--- src/rtl/pos_stream_decoder.sv ---
// Rebuilds a bit vector from a lowest-first stream of set-bit position beats.
// Optional macro POS_STREAM_ORDER_CHECK_EN flags beats whose position is not strictly ascending.
module pos_stream_decoder #(
    parameter int WIDTH = 8,
    parameter int POS_W = 3
) (
    input  logic             clk,
    input  logic             resetn,
    input  logic             in_valid,
    output logic             in_ready,
    input  logic [POS_W-1:0] in_pos,
    input  logic             in_zero,
    input  logic             in_last,
    output logic             out_valid,
    input  logic             out_ready,
    output logic [WIDTH-1:0] out_vec,
    output logic [POS_W:0]   out_count,
    output logic             out_err
);

    typedef enum logic {
        S_ACC,
        S_HOLD
    } state_t;

    state_t           r_state;
    state_t           w_state_nxt;

    logic [WIDTH-1:0] r_acc_vec;
    logic [POS_W:0]   r_acc_cnt;
    logic             r_acc_err;

    logic [WIDTH-1:0] r_out_vec;
    logic [POS_W:0]   r_out_cnt;
    logic             r_out_err;

    logic             w_accept;
    logic [WIDTH-1:0] w_beat_vec;
    logic [WIDTH-1:0] w_frame_vec;
    logic [POS_W:0]   w_frame_cnt;
    logic             w_order_err;
    logic             w_frame_err;

`ifdef POS_STREAM_ORDER_CHECK_EN
    logic [POS_W-1:0] r_last_pos;
    logic             r_first;

    // Zero beats carry no position, so they neither set nor consult the ordering history.
    assign w_order_err = !r_first && !in_zero && (in_pos <= r_last_pos);

    always_ff @(posedge clk or negedge resetn) begin
        if (!resetn) begin
            r_last_pos <= '0;
            r_first    <= 1'b1;
        end else if (w_accept) begin
            if (in_last) begin
                r_last_pos <= '0;
                r_first    <= 1'b1;
            end else if (!in_zero) begin
                r_last_pos <= in_pos;
                r_first    <= 1'b0;
            end
        end
    end
`else
    assign w_order_err = 1'b0;
`endif

    assign in_ready  = (r_state == S_ACC) || out_ready;
    assign w_accept  = in_valid && in_ready;
    assign out_valid = (r_state == S_HOLD);
    assign out_vec   = r_out_vec;
    assign out_count = r_out_cnt;
    assign out_err   = r_out_err;

    always_comb begin
        w_beat_vec = '0;
        if (!in_zero) begin
            w_beat_vec[in_pos] = 1'b1;
        end
        w_frame_vec = r_acc_vec | w_beat_vec;
        w_frame_cnt = r_acc_cnt;
        if (!in_zero && (r_acc_cnt != '1)) begin
            w_frame_cnt = r_acc_cnt + 1'b1;
        end
        w_frame_err = r_acc_err | (in_zero & ~in_last) | w_order_err;
    end

    always_comb begin
        w_state_nxt = r_state;
        case (r_state)
            S_ACC: begin
                if (w_accept && in_last) begin
                    w_state_nxt = S_HOLD;
                end
            end
            S_HOLD: begin
                if (out_ready) begin
                    w_state_nxt = (w_accept && in_last) ? S_HOLD : S_ACC;
                end
            end
            default: w_state_nxt = S_ACC;
        endcase
    end

    always_ff @(posedge clk or negedge resetn) begin
        if (!resetn) begin
            r_state <= S_ACC;
        end else begin
            r_state <= w_state_nxt;
        end
    end

    always_ff @(posedge clk or negedge resetn) begin
        if (!resetn) begin
            r_acc_vec <= '0;
            r_acc_cnt <= '0;
            r_acc_err <= 1'b0;
        end else if (w_accept) begin
            if (in_last) begin
                r_acc_vec <= '0;
                r_acc_cnt <= '0;
                r_acc_err <= 1'b0;
            end else begin
                r_acc_vec <= w_frame_vec;
                r_acc_cnt <= w_frame_cnt;
                r_acc_err <= w_frame_err;
            end
        end
    end

    always_ff @(posedge clk or negedge resetn) begin
        if (!resetn) begin
            r_out_vec <= '0;
            r_out_cnt <= '0;
            r_out_err <= 1'b0;
        end else if (w_accept && in_last) begin
            r_out_vec <= w_frame_vec;
            r_out_cnt <= w_frame_cnt;
            r_out_err <= w_frame_err;
        end
    end

endmodule

--- config.mk ---
export PLATFORM = sky130hd
export DESIGN_NAME = pos_stream_decoder
export DESIGN_NICKNAME = d
export VERILOG_FILES = /design/src/rtl/pos_stream_decoder.sv
export SDC_FILE = /design/constraint.sdc
export NUM_CORES = 1
export LEC_CHECK = 0
export CORE_ASPECT_RATIO = 2
export CORE_UTILIZATION = 25
export CTS_BUF_LIST = sky130_fd_sc_hd__clkbuf_8
export DETAILED_ROUTE_END_ITERATION = 8
export REMOVE_ABC_BUFFERS = 1
export SETUP_SLACK_MARGIN = 0.2
export SYNTH_ARGS = -nofsm -noshare
export SYNTH_HDL_FRONTEND = slang
export SYNTH_SLANG_ARGS = --single-unit
--- constraint.sdc ---
create_clock -name clk -period 3.8 [get_ports clk]
set_input_delay 0.76 -clock clk [delete_from_list [all_inputs] [get_ports clk]]
set_output_delay 0.76 -clock clk [all_outputs]
set_load 0.02 [all_outputs]
==> metrics <==
outcome finished clean; period utilisation layout 77.11%; slew margin rel. between 50% and 60%; combinational power share ~30%; hpwl dp around 2.3 mm; Worst-Margin Slew ~0.60 ns; simple-gate share of the synthesized area between 10% and 20%; Synth Warn # 0; mux cell area share after synthesis between 10% and 20%; final core utilization about a third; PD cells 458.3 nW/um^2; total grt overflow 0; deepest clock path buffer count 2; routed len/inst 15.56 um; Mapped Area 1302 sq um; initial DRC count 20; Mapped Cells 116; I/O pin total 24; Leak about 0.73 nW; Max IR drop VDD 171.8 uV; WHS 0.5010 ns; adder-cell share of the synthesized area 0.9606%; Crit Path Class input pin to output port; HP Class flop to flop; max-cap viol count 0; main combinational cell family by area after synthesis compound AO/OA/AOI/OAI gates; vias 998; crit path time final a little under 3 ns; fmax around 0.34 GHz; Root Buffer clkbuf_8; RSZ-0062 raised after global routing no; final RePlAce weighted congestion approximately 0.83; Internal Power just over 0.5 mW; Slew Viols, Final 0; Required @ worst endpoint between 3 and 4 ns; Final Setup Violations 0; Clk pwr share between 20% and 30%; Total Wirelength between 3 and 4 mm; drt first pass iters 4; PostCTS Resize Cnt 0; synth unique cells 34; Core Rows 36; diodes inserted 0; post-synthesis xor/xnor area fraction 0.6724%; DRT antenna net count 0; syn avg cell area between 10 and 15 sq um; initial antenna violation count 0; port bufs 23; Seq cells post-synth 27; Synth-to-Final Area Change 25.84%; fill count 522; Worst-path clk slew roughly 0.09 ns; Fin Clk Skew 0.002277 ns; CP arrival roughly 2.2 ns; setup TNS 0 ns; most frequent cells in the layout dfrtp_1, clkdlybuf4s50_1, nor2_1; endpoint type of the worst setup path output port; CTS tree done; die height 104.1 um; Seq pwr share between 40% and 50%; CTS Hold Bufs 0; Initial Util 26.29%; Post-CTS Setup Inserts 0; die width roughly 53 um; Final Net Count 150; NetSw around 0.23 mW; commonest non-fill, non-tap cell in the layout dfrtp_1; number of buffers created by CTS 3; Critical Path Start Type input pin; DRC Markers 0; largest net degree at the start of global routing 28; Skew-Pair Late Insertion Delay 0.28 ns; worst-path fanout max 20; vias in the first global route 1,067; core area 4955 sq um; clk sinks 27; All-Layer GR Usage 12.36%; sw frac 30.94%; hold violation total from the final report 0; Seq/Total Area, Yosys around half; share of cells above drive strength 1 approximately an eighth; first-pass GRT wire length about 5.1 mm; DIE AREA approximately 5500 sq um; via/cell ratio between 5 and 6; compound-cell area share of the yosys netlist 15.66%; CTS H-tree lvls 1
## final timing paths
path	slack (ns)	cells after the start	startpoint	to
max	0.87	4	out_ready	in_ready
max in group asynchronous	2.68	2	resetn	out_vec[2]
max reg2reg	1.95	5	out_valid	out_vec[4]
min reg2reg	0.50	1	out_count[2]	out_count[2]
min in group asynchronous	0.86	2	resetn	out_err
min	0.50	1	out_count[2]	out_count[2]
## metal layers
metal	wire, um	up-vias	GRT usage (%)
met5	0	-	0
met4	76	0	7.331
met3	73	7	1.608
met2	1797	24	21.16
met1	1103	503	13.65
li1	-	464	-
## stage by stage
stage                     cells  area (sq um)  total power [mW]  setup WS (ns)
after floorplan             108          1262            0.4849          1.322
after global placement      192          1594            0.5858         0.8876
after detailed placement    192          1594            0.5955         0.8631
after CTS                   196          1639            0.7612         0.8561
after global routing        196          1639            0.7934         0.8031
final                       196          1639            0.7512         0.8697
## flip-flops by register name, indices dropped and copies added, names as in the netlist
signal and flops:
r_acc_vec 8, r_acc_cnt 4, out_vec 8, out_err 1, r_acc_err 1, out_count 4
out_valid 1
## logic make-up (layout without fill, tap and decap cells)
family,count (synthesis),in the layout
AO/OA/AOI/OAI,25,25
XOR/XNOR,1,1
adder cells (fa/ha/maj),1,1
buffers and inverters,15,38
flip-flops,27,27
multiplexers,14,14
AND/OR/NAND/NOR,33,33
## power by group through the flow
stage	Clock [mW]	Combinational [mW]	Sequential, mW
3_3_place_gp	0	0.221	0.365
4_1_cts	0.170	0.229	0.362
5_1_grt	0.184	0.242	0.368
2_1_floorplan	0	0.0879	0.397
3_5_place_dp	0	0.228	0.367
6_report	0.165	0.225	0.362
## worst max-delay path, stage by stage
cell and delay, ns:
clkdlybuf4s50_1 0.44, nand2b_1 0.10, buf_4 0.22, clkdlybuf4s50_1 0.64
## cell usage after synthesis, drive strengths merged
cell	count	area, sq um
dfrtp	27	675.7
nor2	12	45.04
a41oi	8	70.07
mux2i	8	80.08
inv	7	26.28
a21oi	6	30.03
mux2	6	75.07
buf	5	27.53
nor2b	5	31.28
and3	4	26.28
a31oi	3	33.78
clkbuf	3	12.51
a21o	2	15.01
nand2	2	7.510
nand2b	2	12.51
nand3b	2	15.01
o2bb2ai	2	17.52
a21boi	1	7.510
a221o	1	11.26
and2	1	6.260
ha	1	12.51
nand3	1	5.000
nand4	1	6.260
nand4b	1	8.760
nor3b	1	7.510
o2111ai	1	8.760
o22a	1	10.01
or3b	1	8.760
xor2	1	8.760
## cell type report
| type | instances | area (sq um) | share of cell area [%] |
|---|---|---|---|
| sequential | 27 | 675.6 | 41.22 |
| inverter | 7 | 26.28 | 1.603 |
| clock buffer | 3 | 41.29 | 2.519 |
| clock inverter | 1 | 3.754 | 0.2290 |
| multi-input combinational | 74 | 560.5 | 34.20 |
| tap | 57 | 71.32 | 4.351 |
| timing repair buffer | 27 | 260.3 | 15.88 |
Note: power is estimated with default switching activity, not from simulation.
